==> src/rtl/lsu_align_split.sv <==
// Load/store front-end: aligned accesses pass straight through to data memory,
// misaligned halfword/word accesses are split into byte accesses while stalled.
module lsu_align_split #(
    parameter bit ALLOW_MISALIGNED = 1'b1,
    parameter int ADDR_W           = 32
) (
    input  logic              clk,
    input  logic              rst,
    input  logic              req_valid,
    input  logic [ADDR_W-1:0] req_addr,
    input  logic [31:0]       req_wdata,
    input  logic [2:0]        req_mask,
    input  logic              req_wr,
    input  logic              req_rd,
    output logic [ADDR_W-1:0] mem_addr,
    output logic [31:0]       mem_wdata,
    output logic [2:0]        mem_mask,
    output logic              mem_wr_en,
    output logic              mem_rd_en,
    input  logic [31:0]       mem_rdata,
    output logic [31:0]       resp_rdata,
    output logic              resp_valid,
    output logic              stall,
    output logic              misalign_err
);

    typedef enum logic [1:0] {IDLE, SPLIT, DONE} state_t;

    state_t            state, state_nxt;
    logic [ADDR_W-1:0] base_addr;
    logic [31:0]       base_wdata;
    logic [2:0]        base_mask;
    logic              base_wr;
    logic [2:0]        n_bytes;
    logic [2:0]        cnt;
    logic [31:0]       asm_buf;
    logic              is_half, is_word, misaligned;

    function automatic logic [31:0] extend(input logic [31:0] b, input logic [2:0] m);
        case (m)
            3'b001:  extend = {{16{b[15]}}, b[15:0]};
            3'b101:  extend = {16'h0000, b[15:0]};
            default: extend = b;
        endcase
    endfunction

    function automatic logic [7:0] byte_sel(input logic [31:0] w, input logic [2:0] idx);
        byte_sel = w[{idx[1:0], 3'b000} +: 8];
    endfunction

    assign is_half    = (req_mask == 3'b001) || (req_mask == 3'b101);
    assign is_word    = (req_mask == 3'b010);
    assign misaligned = req_valid && (req_wr || req_rd) &&
                        ((is_half && req_addr[0]) || (is_word && (req_addr[1:0] != 2'b00)));

    always_comb begin
        state_nxt    = state;
        mem_addr     = req_addr;
        mem_wdata    = req_wdata;
        mem_mask     = req_mask;
        mem_wr_en    = 1'b0;
        mem_rd_en    = 1'b0;
        resp_rdata   = mem_rdata;
        resp_valid   = 1'b0;
        stall        = 1'b0;
        misalign_err = 1'b0;
        case (state)
            IDLE: begin
                if (misaligned) begin
                    if (ALLOW_MISALIGNED) begin
                        stall     = 1'b1;
                        state_nxt = SPLIT;
                    end else begin
                        misalign_err = 1'b1;
                    end
                end else begin
                    mem_wr_en  = req_valid && req_wr;
                    mem_rd_en  = req_valid && req_rd && !req_wr;
                    resp_valid = req_valid && req_rd && !req_wr;
                end
            end
            SPLIT: begin
                stall    = 1'b1;
                mem_addr = base_addr + ADDR_W'(cnt);
                if (base_wr) begin
                    mem_mask  = 3'b000;
                    mem_wdata = {4{byte_sel(base_wdata, cnt)}};
                    mem_wr_en = 1'b1;
                end else begin
                    mem_mask  = 3'b100;
                    mem_rd_en = 1'b1;
                end
                if (cnt == n_bytes - 3'd1)
                    state_nxt = DONE;
            end
            DONE: begin
                mem_addr   = base_addr;
                mem_wdata  = base_wdata;
                mem_mask   = base_mask;
                resp_valid = !base_wr;
                resp_rdata = extend(asm_buf, base_mask);
                state_nxt  = IDLE;
            end
            default: state_nxt = IDLE;
        endcase
        // No memory traffic or response while reset is held, so a reset that
        // lands mid-split stops the store at the bytes already written.
        if (rst) begin
            mem_wr_en    = 1'b0;
            mem_rd_en    = 1'b0;
            resp_valid   = 1'b0;
            misalign_err = 1'b0;
        end
    end

    always_ff @(posedge clk) begin
        if (rst) begin
            state      <= IDLE;
            cnt        <= 3'd0;
            n_bytes    <= 3'd0;
            asm_buf    <= 32'h0;
            base_addr  <= '0;
            base_wdata <= 32'h0;
            base_mask  <= 3'b000;
            base_wr    <= 1'b0;
        end else begin
            state <= state_nxt;
            case (state)
                IDLE: begin
                    if (misaligned && ALLOW_MISALIGNED) begin
                        base_addr  <= req_addr;
                        base_wdata <= req_wdata;
                        base_mask  <= req_mask;
                        base_wr    <= req_wr;
                        n_bytes    <= is_word ? 3'd4 : 3'd2;
                        cnt        <= 3'd0;
                    end
                end
                SPLIT: begin
                    cnt <= cnt + 3'd1;
                    if (!base_wr)
                        asm_buf[{cnt[1:0], 3'b000} +: 8] <= mem_rdata[7:0];
                end
                default: ;
            endcase
        end
    end

endmodule
==> config.mk <==
export PLATFORM = sky130hd
export DESIGN_NAME = lsu_align_split
export DESIGN_NICKNAME = d
export VERILOG_FILES = /design/src/rtl/lsu_align_split.sv
export SDC_FILE = /design/constraint.sdc
export NUM_CORES = 1
export LEC_CHECK = 0
export ABC_AREA = 1
export BUFFER_PORTS_ARGS = -buffer_cell sky130_fd_sc_hd__buf_4
export CAP_MARGIN = 20
export CORE_AREA = 5 5 118 120
export CTS_CLUSTER_DIAMETER = 80
export DETAILED_ROUTE_END_ITERATION = 8
export DIE_AREA = 0 0 123 125
export PLACE_DENSITY = 0.86
export SYNTH_ARGS = -nofsm -noshare
export SYNTH_HDL_FRONTEND = slang
export SYNTH_SLANG_ARGS = --single-unit
==> constraint.sdc <==
create_clock -name clk -period 3.7 [get_ports clk]
set_input_delay 0.74 -clock clk [delete_from_list [all_inputs] [get_ports clk]]
set_output_delay 0.74 -clock clk [all_outputs]
set_load 0.02 [all_outputs]
* After elaboration in Yosys (flattened, before gate mapping)
Cells that the tools add are included.
Word-level totals: input port bits 104, register bits after elaboration 108, output and inout bits 104, logic and storage cells 71
Cells by class: multiplexer cells 26, equal/unequal tests 10, reductions and logical operators 19, $add $sub $neg 4, bitwise logic cells 1, shift-type cells 3
Operators with widths (count):
- 32-bit one-hot mux with 2 select lines | 3
- 32-bit two-way mux | 2
- 32-bit by 3-bit adder with 32-bit output | 1
- 32-bit bitwise mux | 1
- 8-bit by 7-bit variable shift with 32-bit output, first input constant | 1
- 32-bit by 6-bit indexed part select with 8-bit output | 1
- 8-bit by 7-bit indexed part select with 32-bit output | 1
- 3-bit one-hot mux with 2 select lines | 2
- 3-bit two-way mux | 3
- 1-bit two-way mux | 8
- 1-bit one-hot mux with 2 select lines | 4
- 2-bit AND reduction | 4
- 1-bit logical AND | 7
- 5-bit negation with 7-bit output | 1
- 3-bit by 1-bit equality test with 1-bit output, second input constant | 2
- 3-bit equality test, second input constant | 2
- 2-bit two-way mux | 2
- 2-bit inequality test, second input constant | 2
- 2-bit one-hot mux with 2 select lines | 1
- 2-bit nonzero test | 2
- 3-bit by 1-bit adder with 3-bit output, second input constant | 1
- 3-bit by 2-bit equality test with 1-bit output, second input constant | 1
- 3-bit equality test | 1
- 1-bit logical OR | 3
- other kinds (6) | 7

* Logic depth before layout (Yosys ltp)
Gate-level depths: netlist of the first run.
depth after elaboration 8, depth in mapped cells 12, mapped depth without buffers 12

* Worst setup path after synthesis of the first run
OpenSTA, ideal clock, no wires.
kind register -> output, start reg cnt[1], end out mem_addr[10], cell stages (with the launch flop) 12, arrival time 2010 ps, path buffers 0, required time 2960 ps, setup slack 950 ps, cell sequence dfxtp_1 clkinv_1 fa_1 inv_1 nand3_1 nand2_1 nand2_2 inv_2 nand2_1 nand2_1 inv_1 o21bai_1
On the way: longest elaborated chain between the ends 2
RTL lines:
- from (decl) | RTL line 35 | logic [2:0] cnt;
- from (signal assigned) | RTL line 140 | cnt <= cnt + 3'd1;
- 32-bit by 3-bit adder with 32-bit output | RTL line 84 | mem_addr = base_addr + ADDR_W'(cnt);
- 32-bit one-hot mux with 2 select lines | RTL line 67 | case (state)
- to (decl) | RTL line 15 | output logic [ADDR_W-1:0] mem_addr,
No other way between the ends.

* Worst setup path after layout of the first run
start reg state[0], end out mem_addr[8]
On the way: longest elaborated chain between the ends 2, elaborated cells on any way between the ends 3, classes of those cells eq/ne: 2; mux: 1
RTL lines:
- from (decl) | RTL line 29 | state_t state, state_nxt;
- from (signal assigned) | RTL line 127 | state <= state_nxt;
- 2-bit equality test / 2-bit by 1-bit equality test with 1-bit output (equally long branches) | RTL line 67
- 32-bit one-hot mux with 2 select lines * | RTL line 67
Mark *: on every way between the ends. The rest lies on a longest branch, timed or not.

==> metrics.md, run 1 <==
| Metric | Value |
|---|---|
| Unrepaired setup endpoints after global routing | `false` |
| Resized Gates After CTS | `0` |
| Async S/R FF share, synth | `0%` |
| Synth top cells by count | `nand2_1 (303), a21oi_1 (127), inv_1 (120), dfxtp_1 (107), o21ai_0 (92)` |
| Sw frac | `around 36%` |
| Clock skew | `~0.0096 ns` |
| Largest net degree at the start of global routing | `95` |
| Via Count | `8233` |
| CP max stage delay | `roughly 0.46 ns` |
| Clk_lat worst skew | `0.37 ns` |
| Die height | `between 100 and 150 µm` |
| Gr ovfl total | `0` |
| Synth Cell Area | `about 7100 µm²` |
| Number of global-route vias before repair | `7607` |
| Outcome | `completed` |
| Post-synth EDFFs | `0` |
| Crit Path Max Fanout | `23` |
| Power Internal | `2.323 mW` |
| CTS clk-pin slew, worst paths | `0.08 ns` |
| Post-DP HPWL | `between 15 and 20 mm` |
| Total chip power | `roughly 3.6 mW` |
| Row count | `42` |
| Worst-Margin Slew | `0.8697 ns` |
| R2R Path End | `asm_buf[21]` |
| Inserted Diodes | `0` |
| Port bufs | `206` |
| Post-CTS Setup Bufs | `0` |
| Iteration-0 DRC Markers | `approximately 750` |
| Main synth FF type | `dfxtp_1` |
| Total CTS buffers | `9` |
| Crit path max-delay family | `buffers and inverters` |
| CTS tree | `yes` |
| R2r worst-path depth | `8` |
| Final TNS setup | `0 ns` |
| Mapped Avg Cell Area | `~6.3 µm²` |
| Total track usage | `around 29%` |
| F_max | `0.3084 GHz` |
| Root buffer cell | `clkbuf_16` |
| Initial Utilization | `55.07%` |
| Storage element area | `2142 µm²` |
| Die X | `approximately 120 µm` |
| Flop pwr share | `34.3%` |
| Req. time, crit path | `between 2 and 3 ns` |
| Post-route cell area | `8919 µm²` |
| Crit-path cells | `inv_1 > ha_1 > nand2_1 > inv_1 > buf_4 > o21ai_0 > o211ai_1 > nand2_1 > nand2_1 > buf_4` |
| Slew HR | `42.02%` |
| Sink Count | `107` |
| Power density over the cells | `406.9 nW/µm²` |
| Combinational power share | `35.6%` |
| Worst-case clock buffer depth | `2` |
| Clock power share | `30.1%` |
| Core ar. | `approximately 13000 µm²` |
| Drt pass-1 iters | `5` |
| Nature of the critical path startpoint | `flip-flop` |
| Initial antenna violation count | `0` |
| Fin. Hold Viols | `0` |
| Detail Route Antenna Nets | `0` |
| Switch Pwr | `between 1 and 1.5 mW` |
| Yosys cell types | `39` |
| Leading area contributor after synthesis | `dfxtp_1` |
| Multi-input gate area | `4096 µm²` |
| Reg2Reg Launch Point | `cnt[0]` |
| # fillers | `1091` |
| HP Start | `asm_buf[19]` |
| Max H-tree Level | `3` |
| Synthesized flop and latch total | `107` |
| # IOs | `between 200 and 250` |
| Ranking of synthesized cells by area | `dfxtp_1 (30%), nand2_1 (16%), a21oi_1 (9.0%)` |
| Critical path buffers and inverters | `4` |
| Syn Nets | `1243` |
| Count leader, synth | `nand2_1` |
| First-pass GRT wire length | `37.05 mm` |
| Hold_buf cts | `0` |
| Pins over their slew limit | `0` |
| Top cell type's share of synthesized area | `~30%` |
| Hold Path Stages | `2` |
| # nets final | `1407` |
| Synth warnings | `0` |
| DR vias/cell | `between 5 and 6` |
| Worst hold endpoint | `asm_buf[19]` |
| Final Wtd Congestion | `0.9868` |
| Post-Syn Instances | `1126` |
| Most frequent CP cell | `nand2_1` |
| Post-synthesis sequential area ratio | `30.21%` |
| Residual DRC | `0` |
| Placement Cell Area | `8587 µm²` |
| CP endpoint kind | `output pin` |
| Worst path slowest cell | `ha_1` |
| End-of-flow core utilization | `69.27%` |
| Period utilization | `87.62%` |
| MaxCap Viol Count | `0` |
| Avg WL per Cell | `15.66 µm` |
| DIE AREA | `15380 µm²` |
| Crit Path Category | `reg -> out` |
| Final min period | `about 3.2 ns` |
| # setup viols final | `0` |
| Routed WL | `23.03 mm` |
| Pleak | `3.855 nW` |
| Hold crit path type | `reg -> reg` |
| Area Overhead vs Synth | `25.78%` |
| Reg2Reg Setup Slack | `0.98 ns` |
| WP data arrival | `2.50 ns` |
| Layout cell share with drive strength beyond 1 | `approximately a fifth` |
| Maximum vdd drop | `around 310 µV` |
-- per-layer routing --
metal	track usage, %	wire, µm	vias to the layer above
met2	47.12	10760	375
met3	7.407	1910	74
met4	13.03	943	0
li1	-	-	4071
met5	0	0	-
met1	36.93	9419	3713
-- power by group through the flow --
stage	registers [mW]	logic [mW]	clock network, mW
floorplan	1.26	0.759	0
global placement	1.27	1.27	0
detailed placement	1.27	1.28	0
CTS	1.24	1.29	1.10
global route	1.25	1.39	1.15
finish	1.24	1.29	1.09
-- layout by cell type, fill, tap and decap left out, types with 4 or more instances in the layout --
cell type and count:
nand2_1 303, buf_4 220, a21oi_1 127, inv_1 120, dfxtp_1 107, o21ai_0 92
nand3_1 67, nor2_1 54, a22oi_1 32, nor3_1 20, o21ai_1 20, a31oi_1 16
a211oi_1 16, nor2_2 12, ha_1 12, nand4_1 10, nand2_2 9, clkbuf_16 9
nor2_4 7, inv_2 6, o211ai_1 6, o21bai_1 4, o221ai_1 4
-- worst max path at each step --
stage          depth (start not counted)            end      from
6_report                              10    mem_addr[8]  state[0]
3_3_place_gp                           7  mem_wdata[26]  state[0]
2_1_floorplan                         11   mem_addr[10]    cnt[1]
5_1_grt                                7   mem_wdata[2]  state[1]
4_1_cts                               10    mem_addr[8]  state[1]
3_5_place_dp                          10    mem_addr[8]  state[0]
-- worst reg2reg max path, delay by kind of cell (launching register included) --
family / cells / cell delay (ns)
AOI/OAI and AO/OA: 2 / 0.45
and+or+nand+nor: 1 / 0.44
buffers and inverters: 4 / 1.01
DFF: 1 / 0.34
adders and majority gates: 1 / 0.38
-- registers in the layout, summed over array words and instances (netlist names) --
| signal | cells |
|---|---|
| asm_buf | 32 |
| base_addr | 32 |
| base_wdata | 32 |
| base_mask | 3 |
| cnt | 3 |
| n_bytes | 2 |
| state | 2 |
| base_wr | 1 |
-- final cells by class --
cell class	instances	share of cell area [%]
clock buffer	11	2.722
tap	176	2.469
clock inverter	5	0.9961
inverter	127	5.345
timing repair buffer	220	18.52
sequential	107	24.02
multi-input combinational	825	45.93
-- through the flow --
| step | setup slack [ns] | hold WS (ns) | cells |
|---|---|---|---|
| after floorplan | 0.9499 | 0.4309 | 1126 |
| after global placement | 0.9546 | 0.4414 | 1455 |
| after detailed placement | 0.8865 | 0.4427 | 1455 |
| after CTS | 0.4908 | 0.4626 | 1471 |
| after global routing | 0.2791 | 0.4847 | 1471 |
| final | 0.4580 | 0.4623 | 1471 |
-- kinds of logic (layout without fill, tap and decap cells) --
group	count (synthesis)	after routing	share of synthesized area (%)
other cells	1	1	0.05289
xor+xnor	1	1	0.1235
fa+ha+maj	13	13	2.400
flops	107	107	30.21
buf+inv	194	363	12.02
compound gates	320	320	25.22
simple gates	490	490	29.98
Power figures use the tool's default switching activity.
==> run 2, diff against run 1 <==
==> config.mk (replaced) <==
export PLATFORM = sky130hd
export DESIGN_NAME = lsu_align_split
export DESIGN_NICKNAME = d
export VERILOG_FILES = /design/src/rtl/lsu_align_split.sv
export SDC_FILE = /design/constraint.sdc
export NUM_CORES = 1
export LEC_CHECK = 0
export BUFFER_PORTS_ARGS = -buffer_cell sky130_fd_sc_hd__buf_4
export CAP_MARGIN = 20
export CORE_AREA = 5 5 115 117
export CTS_CLUSTER_DIAMETER = 80
export DETAILED_ROUTE_END_ITERATION = 8
export DIE_AREA = 0 0 120 122
export PLACE_DENSITY = 0.85
export SYNTH_ARGS = -nofsm -noshare
export SYNTH_HDL_FRONTEND = slang
export SYNTH_SLANG_ARGS = --single-unit
export TNS_END_PERCENT = 20
==> metrics.md, run 2 <==
| Metric | Value |
|---|---|
| Outcome | `completed` |
| Die height | `122 µm` |
| Largest registers | `asm_buf x32, base_addr x32, base_wdata x32` |
| Power Internal | `approximately 2.3 mW` |
| Total CTS buffers | `9` |
| Number of global-route vias before repair | `6397` |
| Leading area contributor after synthesis | `dfxtp_1` |
| Post-synth EDFFs | `0` |
| Residual DRC | `0` |
| CTS clk-pin slew, worst paths | `roughly 0.070 ns` |
| Largest net degree at the start of global routing | `69` |
| Synthesized flop and latch total | `about 110` |
| Maximum vdd drop | `268.7 µV` |
| CTS tree | `yes` |
| Async S/R FF share, synth | `0%` |
| R2R Path End | `asm_buf[9]` |
| Commonest cells after routing, fill and taps aside | `buf_4 (220), nand2_1 (187), a21oi_1 (109)` |
| Met1 usage | `~36%` |
| Layout cell share with drive strength beyond 1 | `27.76%` |
| Yosys cell types | `61` |
| Syn Nets | `approximately 970` |
| Reg2Reg Setup Slack | `1.21 ns` |
| HP Start | `base_wdata[15]` |
| Total chip power | `3.605 mW` |
| Clock power share | `25.3%` |
| Ranking of synthesized cells by area | `dfxtp_1 (33%), nand2_1 (11%), a21oi_1 (8.3%)` |
| # IOs | `208` |
| Via Count | `about 6900` |
| Post-Syn Instances | `between 800 and 900` |
| Count leader, synth | `nand2_1` |
| Routed WL | `19.94 mm` |
| Mapped Avg Cell Area | `7.695 µm²` |
| Iteration-0 DRC Markers | `777` |
| # fillers | `1069` |
| Crit Path Max Fanout | `9` |
| Crit Path Category | `reg -> out` |
| Total track usage | `about a quarter` |
| Grt met3 use | `4.132%` |
| Core ar. | `12260 µm²` |
| Sw frac | `between 30% and 40%` |
| Port bufs | `206` |
| Critical path depth | `9` |
| Unrepaired setup endpoints after global routing | `false` |
| Final Wtd Congestion | `0.8911` |
| Hold_buf cts | `0` |
| Post-synthesis sequential area ratio | `32.60%` |
| Nature of the critical path startpoint | `flip-flop` |
| Critical path buffers and inverters | `2` |
| Commonest non-fill, non-tap cell in the layout | `buf_4` |
| Final min period | `3.498 ns` |
| Switch Pwr | `around 1.3 mW` |
| DR vias/cell | `5.912` |
| Top cell type's share of synthesized area | `32.60%` |
| F_max | `0.2859 GHz` |
| Pins over their slew limit | `0` |
| Synth warnings | `0` |
| Area Overhead vs Synth | `27.80%` |
| Row count | `41` |
| Avg WL per Cell | `~17 µm` |
| # setup viols final | `0` |
| Clk_lat worst skew | `0.35 ns` |
| Final TNS setup | `0 ns` |
| Crit-path cells | `ha_1 > inv_1 > fa_1 > and2b_1 > o2111a_2 > nand2_4 > or4_1 > nand3_1 > buf_4` |
| Main synth FF type | `dfxtp_1` |
| Crit path max-delay family | `simple AND/OR/NAND/NOR gates` |
| Die X | `about 120 µm` |
| Combinational power share | `approximately 40%` |
| Drt pass-1 iters | `9` |
| Max H-tree Level | `3` |
| Worst path slowest cell | `or4_1` |
| Hold crit path type | `reg -> reg` |
| Clock skew | `0.009714 ns` |
| Fin. Hold Viols | `0` |
| Grt peak-use layer | `met2` |
| Req. time, crit path | `about 3 ns` |
| First-pass GRT wire length | `31.77 mm` |
| Worst hold endpoint | `base_wdata[15]` |
| Worst-case clock buffer depth | `2` |
| CP max stage delay | `0.47 ns` |
| CP endpoint kind | `output pin` |
| Hold Path Stages | `2` |
| Initial antenna violation count | `0` |
| WP data arrival | `2.76 ns` |
| Initial Utilization | `53.60%` |
| Grt met2 use | `a little over two fifths` |
| Slew HR | `50.61%` |
| Pleak | `3.393 nW` |
| Power density over the cells | `429.3 nW/µm²` |
| Inserted Diodes | `0` |
| Synth Cell Area | `6571 µm²` |
| Gr ovfl total | `0` |
| Worst-Margin Slew | `0.7409 ns` |
| Flop pwr share | `34.6%` |
| Root buffer cell | `clkbuf_16` |
| # nets final | `about 1100` |
| R2r worst-path depth | `8` |
| Pre-CTS WS | `0.4748 ns` |
| MaxCap Viol Count | `0` |
| Final setup margin | `around 0.20 ns` |
| Detail Route Antenna Nets | `0` |
| Synth top cells by count | `nand2_1 (187), a21oi_1 (109), dfxtp_1 (107), nor2_1 (68), clkbuf_1 (37)` |
| DIE AREA | `around 15000 µm²` |
| Reg2Reg Launch Point | `state[1]` |
| Period utilization | `94.54%` |
| Post-DP HPWL | `14.17 mm` |
| Sink Count | `107` |
==> run 2: repair_timing <==
| action | in CTS | in global routing |
|---|---|---|
| buffers inserted | 0 | 0 |
| gates resized for setup | 0 | 1 |
| endpoints found under the setup margin | 0 | 4 |
==> run 2: worst reg2reg max path, cell delays in order (launching register included) <==
cell and delay (ns):
dfxtp_1 0.32, inv_1 0.10, ha_1 0.44, buf_4 0.27
and2b_1 0.30, nand2_2 0.22, nor4b_4 0.50, a22oi_1 0.15
nor2_1 0.14
==> run 2: power by group through the flow <==
| stage | registers (mW) | clock network [mW] | logic, mW |
|---|---|---|---|
| after CTS | 1.25 | 0.928 | 1.45 |
| after detailed placement | 1.27 | 0 | 1.44 |
| after global routing | 1.25 | 0.975 | 1.55 |
| final | 1.25 | 0.913 | 1.45 |
| after floorplan | 1.25 | 0 | 0.865 |
| after global placement | 1.27 | 0 | 1.43 |
==> run 2: layout make-up <==
| cell class | count | area, µm² | area share, % |
|---|---|---|---|
| multi-input combinational | 662 | 4073 | 48.50 |
| clock inverter | 7 | 51.30 | 0.6108 |
| tap | 150 | 187.7 | 2.235 |
| clock buffer | 9 | 225.2 | 2.682 |
| sequential | 107 | 2142 | 25.51 |
| inverter | 18 | 67.56 | 0.8045 |
| timing repair buffer | 220 | 1652 | 19.67 |
==> run 2: logic make-up (layout without fill, tap and decap cells) <==
group	Yosys count	after routing	synth area share, %
adder cells (fa/ha/maj)	13	13	2.589
AND/OR/NAND/NOR	348	348	25.32
other	1	1	0.05707
XOR/XNOR	24	24	3.199
AO/OA/AOI/OAI	248	248	24.35
flip-flops	107	107	32.60
multiplexers	28	28	6.264
buffers and inverters	85	254	5.617
==> run 2: through the flow <==
stage	cell area (µm²)	util, %	hold WS, ns	cells
2_1_floorplan	6571	-	0.4445	854
6_report	8398	68.50	0.4695	1173
5_1_grt	8398	68.50	0.5016	1173
3_3_place_gp	8120	66.23	0.4520	1157
4_1_cts	8397	68.49	0.4704	1173
3_5_place_dp	8120	66.23	0.4602	1157
==> run 2: how the worst max path moves through the flow <==
stage	slack [ns]	endpoint	from
2_1_floorplan	0.52	mem_addr[20]	cnt[1]
3_3_place_gp	0.52	mem_addr[26]	base_addr[0]
3_5_place_dp	0.47	mem_addr[26]	base_addr[0]
4_1_cts	0.07	mem_addr[26]	base_addr[0]
5_1_grt	0.07	mem_addr[26]	base_addr[0]
6_report	0.20	mem_addr[26]	base_addr[0]
==> run 2: metal layers <==
| metal | wire [µm] | vias to the layer above |
|---|---|---|
| met5 | 0 | - |
| met4 | 293 | 0 |
| met3 | 1562 | 21 |
| met2 | 9544 | 331 |
| met1 | 8539 | 3218 |
| li1 | - | 3365 |
